## config.mk

```make
export PLATFORM = sky130hd
export DESIGN_NAME = alu_arbiter
export DESIGN_NICKNAME = d
export VERILOG_FILES = /design/src/rtl/alu_pkg.sv /design/src/rtl/alu_arbiter_rr_arb2.sv /design/src/rtl/alu_arbiter.sv
export SDC_FILE = /design/constraint.sdc
export NUM_CORES = 1
export LEC_CHECK = 0
export ABC_CLOCK_PERIOD_IN_PS = 3800
export BUFFER_PORTS_ARGS = -buffer_cell sky130_fd_sc_hd__buf_2
export CAP_MARGIN = 15
export CORE_MARGIN = 1
export CORE_UTILIZATION = 30
export DETAILED_ROUTE_END_ITERATION = 8
export SETUP_SLACK_MARGIN = 0.3
export SYNTH_ARGS = -nofsm -noshare
export SYNTH_HDL_FRONTEND = slang
export SYNTH_SLANG_ARGS = --single-unit
```

## constraint.sdc

```tcl
create_clock -name clk -period 3.8 [get_ports clk]
set_input_delay 0.38 -clock clk [delete_from_list [all_inputs] [get_ports clk]]
set_output_delay 0.38 -clock clk [all_outputs]
set_load 0.01 [all_outputs]
```

## src/rtl/alu_pkg.sv

```systemverilog
// Shared definitions for the ALU arbiter: opcode encodings, controller states
// and the opcode legality check.
package alu_pkg;

  localparam logic [3:0] ALU_ADD  = 4'b0010;
  localparam logic [3:0] ALU_SUB  = 4'b0011;
  localparam logic [3:0] ALU_AND  = 4'b0100;
  localparam logic [3:0] ALU_OR   = 4'b0101;
  localparam logic [3:0] ALU_XOR  = 4'b0110;
  localparam logic [3:0] ALU_NOT  = 4'b0111;
  localparam logic [3:0] ALU_SLL  = 4'b1000;
  localparam logic [3:0] ALU_SRL  = 4'b1001;
  localparam logic [3:0] ALU_NOR  = 4'b1010;
  localparam logic [3:0] ALU_SUBU = 4'b1011;
  localparam logic [3:0] ALU_ADDU = 4'b1100;

  typedef enum logic [1:0] {
    ST_IDLE  = 2'd0,
    ST_ISSUE = 2'd1,
    ST_WAIT  = 2'd2,
    ST_RESP  = 2'd3
  } state_e;

  function automatic logic is_legal_op(input logic [3:0] op);
    logic legal;
    case (op)
      ALU_ADD, ALU_SUB, ALU_AND, ALU_OR, ALU_XOR, ALU_NOT,
      ALU_SLL, ALU_SRL, ALU_NOR, ALU_SUBU, ALU_ADDU: legal = 1'b1;
      default:                                       legal = 1'b0;
    endcase
    return legal;
  endfunction

endpackage

```

## src/rtl/alu_arbiter_rr_arb2.sv

```systemverilog
// Combinational two-way round-robin grant: a lone requester always wins,
// and on a tie the port named by prio wins.
module rr_arb2 (
  input  logic [1:0] req_valid,
  input  logic       prio,
  output logic [1:0] grant_onehot,
  output logic       grant_idx
);

  always_comb begin
    // NOTE: every output gets a default first so no path through the case can infer a latch.
    grant_onehot = 2'b00;
    grant_idx    = 1'b0;
    case (req_valid)
      2'b01: begin
        grant_onehot = 2'b01;
        grant_idx    = 1'b0;
      end
      2'b10: begin
        grant_onehot = 2'b10;
        grant_idx    = 1'b1;
      end
      2'b11: begin
        grant_onehot = prio ? 2'b10 : 2'b01;
        grant_idx    = prio;
      end
      default: ;
    endcase
  end

endmodule

```

## src/rtl/alu_arbiter.sv

```systemverilog
// Shares one registered-output ALU between two requesters: accepts one op at a
// time, drives the ALU for two cycles, and returns the captured result per port.
module alu_arbiter
  import alu_pkg::*;
(
  input  logic        clk,
  input  logic        reset,
  input  logic [1:0]  req_valid,
  output logic [1:0]  req_ready,
  input  logic [3:0]  req_op0,
  input  logic [3:0]  req_op1,
  input  logic [31:0] req_a0,
  input  logic [31:0] req_a1,
  input  logic [31:0] req_b0,
  input  logic [31:0] req_b1,
  input  logic [4:0]  req_sh0,
  input  logic [4:0]  req_sh1,
  output logic [1:0]  resp_valid,
  input  logic [1:0]  resp_ready,
  output logic [31:0] resp_result,
  output logic        resp_overflow,
  output logic        resp_zero,
  output logic        resp_less,
  output logic        resp_err,
  output logic        busy,
  output logic [3:0]  alu_control,
  output logic [31:0] operand_A,
  output logic [31:0] operand_B,
  output logic [4:0]  shmant,
  input  logic [31:0] alu_result,
  input  logic        alu_overflow,
  input  logic        alu_zero,
  input  logic        alu_less
);

  state_e      state_q, state_d;
  logic        prio_q, prio_d;
  logic        grant_q, grant_d;
  logic [3:0]  op_q, op_d;
  logic [31:0] a_q, a_d, b_q, b_d;
  logic [4:0]  sh_q, sh_d;
  logic [1:0]  resp_valid_q, resp_valid_d;
  logic [31:0] result_q, result_d;
  logic        ovf_q, ovf_d, zero_q, zero_d, less_q, less_d, err_q, err_d;

  logic [1:0]  arb_onehot;
  logic        arb_idx;
  logic        alu_drive;

  rr_arb2 u_rr_arb2 (
    .req_valid    (req_valid),
    .prio         (prio_q),
    .grant_onehot (arb_onehot),
    .grant_idx    (arb_idx)
  );

  always_comb begin
    state_d      = state_q;
    prio_d       = prio_q;
    grant_d      = grant_q;
    op_d         = op_q;
    a_d          = a_q;
    b_d          = b_q;
    sh_d         = sh_q;
    resp_valid_d = resp_valid_q;
    result_d     = result_q;
    ovf_d        = ovf_q;
    zero_d       = zero_q;
    less_d       = less_q;
    err_d        = err_q;
    req_ready    = 2'b00;

    case (state_q)
      ST_IDLE: begin
        req_ready = arb_onehot;
        if (arb_onehot != 2'b00) begin
          grant_d = arb_idx;
          op_d    = arb_idx ? req_op1 : req_op0;
          a_d     = arb_idx ? req_a1  : req_a0;
          b_d     = arb_idx ? req_b1  : req_b0;
          sh_d    = arb_idx ? req_sh1 : req_sh0;
          if (is_legal_op(op_d)) begin
            state_d = ST_ISSUE;
          end else begin
            // Rejected opcodes never reach the ALU; respond immediately.
            resp_valid_d = arb_onehot;
            result_d     = '0;
            ovf_d        = 1'b0;
            zero_d       = 1'b0;
            less_d       = 1'b0;
            err_d        = 1'b1;
            state_d      = ST_RESP;
          end
        end
      end
      ST_ISSUE: state_d = ST_WAIT;
      ST_WAIT: begin
        resp_valid_d = grant_q ? 2'b10 : 2'b01;
        result_d     = alu_result;
        ovf_d        = alu_overflow;
        zero_d       = alu_zero;
        less_d       = alu_less;
        err_d        = 1'b0;
        state_d      = ST_RESP;
      end
      ST_RESP: begin
        if (resp_ready[grant_q]) begin
          resp_valid_d = 2'b00;
          prio_d       = ~grant_q;
          state_d      = ST_IDLE;
        end
      end
      default: state_d = ST_IDLE;
    endcase
  end

  // NOTE: the latched request and response registers are reset too, so nothing stale can leak onto the ALU or response ports.
  always_ff @(posedge clk or posedge reset) begin
    if (reset) begin
      state_q      <= ST_IDLE;
      prio_q       <= 1'b0;
      grant_q      <= 1'b0;
      op_q         <= '0;
      a_q          <= '0;
      b_q          <= '0;
      sh_q         <= '0;
      resp_valid_q <= 2'b00;
      result_q     <= '0;
      ovf_q        <= 1'b0;
      zero_q       <= 1'b0;
      less_q       <= 1'b0;
      err_q        <= 1'b0;
    end else begin
      // NOTE: non-blocking assignments keep every register updating from the same pre-edge values.
      state_q      <= state_d;
      prio_q       <= prio_d;
      grant_q      <= grant_d;
      op_q         <= op_d;
      a_q          <= a_d;
      b_q          <= b_d;
      sh_q         <= sh_d;
      resp_valid_q <= resp_valid_d;
      result_q     <= result_d;
      ovf_q        <= ovf_d;
      zero_q       <= zero_d;
      less_q       <= less_d;
      err_q        <= err_d;
    end
  end

  // The ALU samples in ISSUE; WAIT keeps the drive stable while its output settles.
  assign alu_drive     = (state_q == ST_ISSUE) || (state_q == ST_WAIT);
  assign alu_control   = alu_drive ? op_q : 4'b0000;
  assign operand_A     = alu_drive ? a_q  : '0;
  assign operand_B     = alu_drive ? b_q  : '0;
  assign shmant        = alu_drive ? sh_q : '0;

  assign busy          = (state_q != ST_IDLE);
  assign resp_valid    = resp_valid_q;
  assign resp_result   = result_q;
  assign resp_overflow = ovf_q;
  assign resp_zero     = zero_q;
  assign resp_less     = less_q;
  assign resp_err      = err_q;

endmodule

```

==> key figures <==
Outcome
  – Status: finished clean

Yosys
  – Synth Cell Area: 5810 um2
  – Post-synthesis cell type count: 26
  – Synthesized area per cell: 9.75 um2
  – Post-synth EDFFs: 0
  – Cells after Synth: 596
  – Ys flop type: dfrtp_1
  – Asr flop ratio synth: 100%
  – Synthesized Nets: 786
  – Register bit count reported by yosys: 115
  – Sequential area share after synthesis: 49.5%
  – Yosys warnings: 0

Global routing
  – Initial antenna violation count: 0
  – GR Util All Layers: 16.1%
  – Largest net degree at the start of global routing: 95
  – Vias in the first global route: 4,724
  – GRT overflow: 0
  – First-pass GRT wire length: 24.6 mm

STA
  – Fmax: 375 MHz
  – Relative slew slack: 45.2%
  – Min Hold Slack: 0.106 ns
  – Final Hold Vio Count: 0
  – Final critical-path share of the clock period: 70.2%
  – Clock skew: 0.00717 ns
  – Setup tns final: 0 ns
  – Post-layout min period: 2.67 ns
  – Setup violators final: 0
  – RSZ-0062 raised after global routing: no
  – Pin slew with the least headroom to its limit: 0.822 ns
  – Final count of pins violating max slew: 0

Power
  – Final Power: 0.00676 W
  – Comb pwr share: 45.5%
  – Leakage: 4.42 nW
  – Pwr Density: 831 nW/um2
  – Clock power frac: 24.0%
  – Net load switching power: 0.00264 W
  – Switching Fraction: 39.0%
  – Sequential fraction of design power: 30.5%
  – Int Pwr: 0.00413 W
  – Worst-case vdd ir drop: 0.000369 V

Finish
  – Antenna Cells: 0
  – Final nets: 1,071
  – Layout area overhead: 40.1%
  – Area occupied by multi-input gates: 2610 um2
  – Share of cells above drive strength 1: 38.5%
  – Filler cells: 1,909
  – Fin cells: 1,153
  – Register area: 2880 um2

Route
  – DRT antenna net count: 0
  – Vias/cell: 4.35
  – Iter 0 DRT Violations: 114
  – Avg WL per Cell: 13.8 um
  – DR DRC count: 0
  – Via count: 5,021
  – Routed WL: 15.9 mm
  – TritonRoute pass-1 iters: 4

Clock tree
  – TritonCTS clock tree: done
  – Clk_lat worst skew: 0.41 ns
  – CTS Buffer Depth: 2
  – Clk slew on worst S/H paths: 0.06 ns
  – Sink Count: 115
  – # resized after CTS: 0
  – CTS buffer count: 17
  – Hold Buf Count CTS: 0
  – Clk root buf: clkbuf_16
  – Post CTS Setup Buffer Count: 0
  – H-tree levels: 4

Die
  – Area of the core: 18,800 um2
  – Rows: 50
  – Die Ht: 141 um
  – IO Pins: 301
  – Die Wd: 141 um
  – Initial Utilization: 30.9%
  – Die area: 19,900 um2

Worst setup path
  – Critical path class: flip-flop to output port
  – Critical Path Source Type: flip-flop
  – Crit end category: output port
  – Worst reg-to-reg setup slack: 1.49 ns
  – CP arrival: 2.29 ns
  – WP data required: 3.42 ns
  – Critical Path Fanout Max: 38

Placement
  – Dpl cells: 1,122
  – Placer congestion estimate: 0.761
  – IO buf count: 300
  – DP Wirelength: 11.3 mm

Flow run
  – Max Cap Viol: 0

Hold path
  – Hold Crit Class: primary input to asynchronous set/reset pin
## synth_stat cells, types with 3 or more instances
cell type | number | area, um2
buf_4 | 3 | 22.5
buf_6 | 3 | 33.8
and2_1 | 74 | 463
nand2_1 | 113 | 424
o21ai_0 | 75 | 375
inv_1 | 40 | 150
a21oi_1 | 3 | 15.0
dfrtp_1 | 115 | 2880
o211ai_1 | 3 | 22.5
clkbuf_1 | 27 | 101
mux2i_1 | 110 | 1100
ha_1 | 3 | 37.5
buf_2 | 8 | 40.0
o31ai_1 | 4 | 30.0
## kinds of logic after synthesis
kind of cell	after synthesis	share of synthesized area [%]
fa+ha+maj	3	0.646
flops	115	49.5
buf+inv	82	6.05
mux	112	19.3
compound gates	93	8.83
simple gates	191	15.6
## critical path, stage by stage (launching register included)
cell,delay (ns)
dfrtp_1,0.39
inv_1,0.06
ha_2,0.72
buf_4,0.37
and2_1,0.18
buf_2,0.14
## sequential cells by signal, indices dropped and copies added, names as in the netlist
register and flops:
a_q 32, b_q 32, resp_result 32, sh_q 5
op_q 4, resp_valid 2, state_q 2, grant_q 1
prio_q 1, resp_err 1, resp_less 1, resp_overflow 1
resp_zero 1
## area by class of cell
| type | count | area share (%) |
|---|---|---|
| sequential | 115 | 35.3 |
| multi-input combinational | 399 | 32.1 |
| timing repair buffer | 307 | 19.4 |
| clock buffer | 19 | 5.32 |
| tap | 260 | 4.00 |
| clock inverter | 12 | 1.95 |
| inverter | 41 | 1.92 |
## stage by stage
stage,util [%],worst slack (ns),cell area [um2]
3_5_place_dp,40.1,1.40,7550
2_1_floorplan,-,0.376,5810
5_1_grt,43.2,0.947,8140
3_3_place_gp,40.1,1.44,7550
6_report,43.2,1.13,8140
4_1_cts,43.2,1.05,8140
## worst paths after layout
check,from,end,cells after the start
worst max-delay path,state_q[1],operand_B[12],5
worst min-delay path,reset,resp_result[15],2
worst max register to register,state_q[0],b_q[28],5
worst min register to register,a_q[26],a_q[26],2
max in group asynchronous,reset,op_q[1],3
min in group clk,alu_result[29],resp_result[29],3
## layer usage
layer	GRT usage [%]	vias to the layer above	routed length, um
met5	0	-	0
met4	3.95	0	106
met3	5.37	8	1070
met2	27.1	192	7570
met1	19.8	2289	7180
li1	-	2532	-
## cells in the final DEF (no fill, tap or decap), types with 3 or more instances in the layout
cell and instances:
a21oi_1 3, and2_1 74, buf_2 300, buf_4 5, bufinv_16 3, clkbuf_16 17, clkinv_4 4, dfrtp_1 115
inv_1 39, mux2i_1 110, nand2_1 112, o211ai_1 3, o21ai_0 75, o31ai_1 4
## power by group through the flow
stage / Combinational, W / Clock [W] / Sequential, W
2_1_floorplan: 0.00192 / 0 / 0.00211
3_5_place_dp: 0.00316 / 0 / 0.00208
5_1_grt: 0.00344 / 0.00173 / 0.00214
4_1_cts: 0.00316 / 0.00167 / 0.00207
3_3_place_gp: 0.00313 / 0 / 0.00206
6_report: 0.00308 / 0.00162 / 0.00206
Note: power is estimated with default switching activity, not from simulation.
